===== src/rtl/cache_pkg.sv =====
// Shared types and constants for the direct-mapped byte cache controller.
package cache_pkg;

  localparam int unsigned AddrW         = 8;
  localparam int unsigned DataW         = 8;
  localparam int unsigned DefaultLines  = 4;
  localparam int unsigned DefaultMemWait = 2;

  typedef enum logic [2:0] {
    StIdle,
    StLookup,
    StWriteback,
    StFill,
    StResp
  } state_e;

endpackage


===== src/rtl/cache_array.sv =====
// Line storage: valid/dirty/tag/data with combinational read and one write port.
module cache_array
  import cache_pkg::*;
#(
  parameter int unsigned LINES = DefaultLines,
  parameter int unsigned IdxW  = $clog2(LINES),
  parameter int unsigned TagW  = AddrW - IdxW
) (
  input  logic             clk,
  input  logic             rst_n,
  input  logic [IdxW-1:0]  idx_i,
  output logic             rd_valid_o,
  output logic             rd_dirty_o,
  output logic [TagW-1:0]  rd_tag_o,
  output logic [DataW-1:0] rd_data_o,
  input  logic             wr_en_i,
  input  logic [TagW-1:0]  wr_tag_i,
  input  logic [DataW-1:0] wr_data_i,
  input  logic             wr_dirty_i
);

  logic [LINES-1:0] valid_q, valid_d;
  logic [LINES-1:0] dirty_q, dirty_d;
  logic [TagW-1:0]  tag_q  [LINES];
  logic [DataW-1:0] data_q [LINES];

  assign rd_valid_o = valid_q[idx_i];
  assign rd_dirty_o = dirty_q[idx_i];
  assign rd_tag_o   = tag_q[idx_i];
  assign rd_data_o  = data_q[idx_i];

  always_comb begin
    valid_d = valid_q;
    dirty_d = dirty_q;
    if (wr_en_i) begin
      valid_d[idx_i] = 1'b1;
      dirty_d[idx_i] = wr_dirty_i;
    end
  end

  always_ff @(posedge clk or negedge rst_n) begin
    if (!rst_n) begin
      valid_q <= '0;
      dirty_q <= '0;
    end else begin
      valid_q <= valid_d;
      dirty_q <= dirty_d;
    end
  end

  // Tag and data contents are meaningless while the valid bit is clear, so no reset.
  always_ff @(posedge clk) begin
    if (wr_en_i) begin
      tag_q[idx_i]  <= wr_tag_i;
      data_q[idx_i] <= wr_data_i;
    end
  end

endmodule


===== src/rtl/cache_ctrl.sv =====
// Direct-mapped write-back, write-allocate byte cache controller (Moore FSM).
module cache_ctrl
  import cache_pkg::*;
#(
  parameter int unsigned LINES    = DefaultLines,
  parameter int unsigned MEM_WAIT = DefaultMemWait
) (
  input  logic             clk,
  input  logic             rst_n,
  input  logic             cpu_req,
  input  logic             cpu_we,
  input  logic [AddrW-1:0] cpu_addr,
  input  logic [DataW-1:0] cpu_wdata,
  output logic [DataW-1:0] cpu_rdata,
  output logic             cpu_ready,
  output logic             MMRead,
  output logic             MMWrite,
  output logic [AddrW-1:0] ABUS,
  output logic [DataW-1:0] CachetoMem,
  output logic [AddrW-1:0] OldTag,
  output logic             CacheSwap,
  input  logic [DataW-1:0] MemtoCache
);

  localparam int unsigned IdxW = $clog2(LINES);
  localparam int unsigned TagW = AddrW - IdxW;
  localparam int unsigned CntW = $clog2(MEM_WAIT + 1);
  localparam logic [CntW-1:0] CntLast = CntW'(MEM_WAIT - 1);

  state_e           state_q, state_d;
  logic [CntW-1:0]  cnt_q, cnt_d;
  logic             we_q, we_d;
  logic [AddrW-1:0] addr_q, addr_d;
  logic [DataW-1:0] wdata_q, wdata_d;

  logic [IdxW-1:0]  idx;
  logic [TagW-1:0]  tag;
  logic             rd_valid, rd_dirty, hit, arr_we;
  logic [TagW-1:0]  rd_tag;
  logic [DataW-1:0] rd_data, arr_wdata;

  assign idx = addr_q[IdxW-1:0];
  assign tag = addr_q[AddrW-1:IdxW];
  assign hit = rd_valid && (rd_tag == tag);
  // A read fill takes memory data; a write fill allocates with the CPU data.
  assign arr_wdata = (state_q == StFill && !we_q) ? MemtoCache : wdata_q;

  cache_array #(
    .LINES (LINES)
  ) u_array (
    .clk        (clk),
    .rst_n      (rst_n),
    .idx_i      (idx),
    .rd_valid_o (rd_valid),
    .rd_dirty_o (rd_dirty),
    .rd_tag_o   (rd_tag),
    .rd_data_o  (rd_data),
    .wr_en_i    (arr_we),
    .wr_tag_i   (tag),
    .wr_data_i  (arr_wdata),
    .wr_dirty_i (we_q)
  );

  always_comb begin
    state_d = state_q;
    cnt_d   = '0;
    we_d    = we_q;
    addr_d  = addr_q;
    wdata_d = wdata_q;
    arr_we  = 1'b0;
    unique case (state_q)
      StIdle: begin
        if (cpu_req) begin
          state_d = StLookup;
          we_d    = cpu_we;
          addr_d  = cpu_addr;
          wdata_d = cpu_wdata;
        end
      end
      StLookup: begin
        if (hit) begin
          state_d = StResp;
          arr_we  = we_q;
        end else if (rd_valid && rd_dirty) begin
          state_d = StWriteback;
        end else begin
          state_d = StFill;
        end
      end
      StWriteback: begin
        if (cnt_q == CntLast) state_d = StFill;
        else                  cnt_d = cnt_q + CntW'(1);
      end
      StFill: begin
        if (cnt_q == CntLast) begin
          state_d = StResp;
          arr_we  = 1'b1;
        end else begin
          cnt_d = cnt_q + CntW'(1);
        end
      end
      StResp:  state_d = StIdle;
      default: state_d = StIdle;
    endcase
  end

  always_ff @(posedge clk or negedge rst_n) begin
    if (!rst_n) begin
      state_q <= StIdle;
      cnt_q   <= '0;
      we_q    <= 1'b0;
      addr_q  <= '0;
      wdata_q <= '0;
    end else begin
      state_q <= state_d;
      cnt_q   <= cnt_d;
      we_q    <= we_d;
      addr_q  <= addr_d;
      wdata_q <= wdata_d;
    end
  end

  // Outputs depend only on registered state, so reset clears them without an edge.
  assign cpu_ready  = (state_q == StResp);
  assign cpu_rdata  = (state_q == StResp) ? rd_data : '0;
  assign MMRead     = (state_q == StFill);
  assign MMWrite    = (state_q == StWriteback);
  assign CacheSwap  = (state_q == StWriteback);
  assign OldTag     = (state_q == StWriteback) ? {rd_tag, idx} : '0;
  assign CachetoMem = (state_q == StWriteback) ? rd_data : '0;
  assign ABUS       = addr_q;

endmodule


===== config.mk =====
export PLATFORM = sky130hd
export DESIGN_NAME = cache_ctrl
export DESIGN_NICKNAME = d
export VERILOG_FILES = /design/src/rtl/cache_pkg.sv /design/src/rtl/cache_array.sv /design/src/rtl/cache_ctrl.sv
export SDC_FILE = /design/constraint.sdc
export NUM_CORES = 1
export LEC_CHECK = 0
export CORE_MARGIN = 2
export CORE_UTILIZATION = 40
export CTS_CLUSTER_DIAMETER = 50
export DETAILED_ROUTE_END_ITERATION = 12
export PLACE_DENSITY_LB_ADDON = 0.1
export SLEW_MARGIN = 20
export SYNTH_ARGS = -nofsm -noshare
export SYNTH_HDL_FRONTEND = slang
export SYNTH_SLANG_ARGS = --single-unit

===== constraint.sdc =====
create_clock -name clk -period 3 [get_ports clk]
set_input_delay 0.6 -clock clk [delete_from_list [all_inputs] [get_ports clk]]
set_output_delay 0.6 -clock clk [all_outputs]
set_load 0.05 [all_outputs]

==> results of run 1 <==
## power by group through the flow
stage / clock (W) / sequential (W) / combinational (W)
after floorplan: 0 / 0.00198 / 0.00168
after global placement: 0 / 0.00191 / 0.00265
after detailed placement: 0 / 0.00191 / 0.00266
after CTS: 0.000814 / 0.00189 / 0.00268
after global routing: 0.000863 / 0.00193 / 0.00282
final: 0.000780 / 0.00188 / 0.00263
## worst max-delay path, stage by stage, from the launching register on
cell and delay (ps):
dfrtp_1 540, nor2b_2 370, and2_1 190, clkdlybuf4s50_1 800
## registers in the layout (all words and copies together), names as in the netlist
register,cells
u_array.tag_q,24
u_array.valid_q,4
state_q,3
ABUS,8
u_array.dirty_q,4
wdata_q,8
we_q,1
cnt_q,2
u_array.data_q,32
## routing by layer
metal,vias to the layer above,track usage (%),share of wire (%)
li1,1046,-,-
met1,1136,23.4,46
met2,51,26.2,49
met3,7,3.52,3.8
met4,0,5.30,1.1
met5,-,0,0
## cells in the final DEF, fill, tap and decap left out, types with 3 or more instances in the layout
master           synthesis  layout
edfxtp_1                56      56
buf_4                    1      45
clkdlybuf4s50_1          0      36
dfrtp_1                 30      29
and2_1                  27      27
mux2_2                  25      25
mux4_2                  16      16
clkbuf_8                 0      11
nor2_1                  10      10
nand2_1                  8       8
inv_1                    4       4
a211oi_2                 4       4
buf_12                   0       4
xnor2_1                  3       3
xor2_1                   3       3
nor2b_1                  4       3
nand2b_1                 3       3
nor3_1                   4       3
a31oi_1                  3       3
o21bai_1                 3       3
clkinvlp_4               0       3
## metrics by stage
stage,setup WS (ps),area [sq um],setup TNS (ps),cells
after floorplan,-88.4,3790,-4230,235
after global placement,91.1,4640,0,417
after detailed placement,36.5,4640,0,417
after CTS,123,4840,0,433
after global routing,32.3,4840,0,433
final,154,4840,0,433
## kinds of logic (layout without fill, tap and decap cells)
group	count (synthesis)	after routing	synth area share, %
DFF	86	86	64.4
and+or+nand+nor	65	65	10.7
muxes	41	41	17.0
AOI/OAI and AO/OA	19	19	4.34
buffers and inverters	18	105	2.22
xor gates and xnor gates	6	6	1.39
## how the worst min path moves through the flow
| stage | startpoint | slack (ps) | end |
|---|---|---|---|
| floorplan | rst_n | 300 | ABUS[0]$_DFFE_PN0P_ |
| global placement | cnt_q[0]$_DFF_PN0_ | 420 | cnt_q[0]$_DFF_PN0_ |
| detailed placement | cnt_q[0]$_DFF_PN0_ | 420 | cnt_q[0]$_DFF_PN0_ |
| CTS | cnt_q[0]$_DFF_PN0_ | 430 | cnt_q[0]$_DFF_PN0_ |
| global route | cnt_q[0]$_DFF_PN0_ | 450 | cnt_q[0]$_DFF_PN0_ |
| finish | cnt_q[0]$_DFF_PN0_ | 430 | cnt_q[0]$_DFF_PN0_ |
## cell type report
type                       count  area [sq um]
inverter                       4          15.0
clock inverter                 5          42.5
sequential                    86          2430
timing repair buffer          85           778
multi-input combinational    131          1280
fill                         809          4350
clock buffer                  11           151
tap                          111           139
## timing repair
| action | CTS | global route |
|---|---|---|
| endpoints found under the setup margin | 2 | 0 |
| gates resized for setup | 2 | 0 |
| hold buffers | 0 | 0 |
==> results by group, run 1 <==
Final layout
  – Ant. Diodes: 0
  – Final core occ: 52.7%
  – Share of cells above drive strength 1: 37.6%
  – Layout Nets: 345
  – Layout area overhead: 28.2%

GRT
  – GRT Util Overall: 16.6%
  – Largest net degree at the start of global routing: 31
  – First-pass GRT wire length: 12400 um
  – Initial antenna violation count: 0
  – Vias in the first global route: 2268
  – Grt ovf: 0

Timing
  – Max-slew headroom: 60.5%
  – Skew final: 10.6 ps
  – Final setup vio count: 0
  – Tmin final: 2850 ps
  – Hold Vio Cnt, Final: 0
  – Hold slack: 431 ps
  – Least-Margin Pin Slew: 591 ps
  – RSZ-0062 raised after global routing: false
  – Max-slew violation count: 0
  – Period utilization: 94.9%
  – Achievable Freq: 351 MHz

Drt
  – DRC violations left: 0
  – Vias: 2240
  – DRT antenna net count: 0
  – 1st-pass router iterations: 4
  – WL/cell: 18.1 um
  – Via-to-Cell Ratio: 5.17
  – Final wirelength: 7850 um
  – Starting DRC count in detailed routing: 113

Pwr
  – Leakage: 1.79 nW
  – Sequential share of power: 35.6%
  – Total design power: 0.00530 W
  – Clk pwr share: 14.7%
  – Power density over cell area: 1090 nW/um^2
  – Sw frac: 41.0%
  – Pint: 0.00312 W
  – VDD IR-drop max: 0.000665 V
  – Comb pwr share: 49.7%
  – Switching pwr: 0.00217 W

Setup path
  – CP Data Arrival Time: 2250 ps
  – Worst path required time: 2400 ps
  – RR Endpoint: u_array.data_q[1][5]$_DFFE_PP_
  – CP Capture Type: output port
  – Critical path peak fanout: 9
  – CP Class: reg2out
  – Setup crit end: MMRead
  – Crit path launch type: flop
  – Reg2reg start: ABUS[0]$_DFFE_PN0P_
  – Worst r2r path cells: 6
  – Worst Setup SP: state_q[0]$_DFFE_PN0P_
  – Reg2reg setup slack: 240 ps

Logic synthesis
  – Seq/Total Area, Yosys: 64.4%
  – Leading area contributor after synthesis: edfxtp_1
  – Synthesized netlist cell count: 235
  – Ys async rst share: 34.9%
  – Syn_area_per_cell: 16.1 sq um
  – Yosys top cell area share: 44.5%
  – Post-synth top cells: 56 x edfxtp_1, 30 x dfrtp_1, 27 x and2_1, 25 x mux2_2, 16 x mux4_2
  – Syn_nets: 263
  – Most used DFF post-synth: edfxtp_1
  – Area contributors post-synth: edfxtp_1 45%, dfrtp_1 20%, mux4_2 9.5%
  – Post-synthesis cell area: 3780 sq um
  – Count leader, synth: edfxtp_1
  – Yosys warns: 0
  – Unique masters post-synth: 36
  – Register bit total from synthesis: 86
  – EDFF count, synth: 56

Run status
  – Outcome: complete, no violations

Place
  – GP Congestion: 0.752
  – Port bufs: 63
  – Post-DP HPWL: 5420 um

Floorplanning
  – Std-Cell Rows: 35
  – Die extent in y: 101 um
  – IO Count: 64
  – Starting Density: 41.1%
  – Die area: 10200 sq um
  – Die Width: 101 um
  – Core area: 9200 sq um

Clock network
  – Setup bufs post-CTS: 0
  – Worst-Skew Late Latency: 350 ps
  – CTS root buf: clkbuf_8
  – CTS tree: done
  – Worst-path clk slew: 90 ps
  – CTS H-Tree Depth: 3
  – Bufs on Longest Clock Path: 2
  – TritonCTS Buffers: 9
  – CTS Sinks: 86

Worst hold path
  – Min-Delay Path Class: reg2reg
  – Worst Hold Depth: 1

Job
  – Maxcap violations: 0
(Power assumes the default switching activity.)
==> run 2, diff against run 1 <==
Settings changed: TNS_END_PERCENT set to 50.
==> results of run 2 <==
Final layout, timing and power as in run 1 (identical DEF).
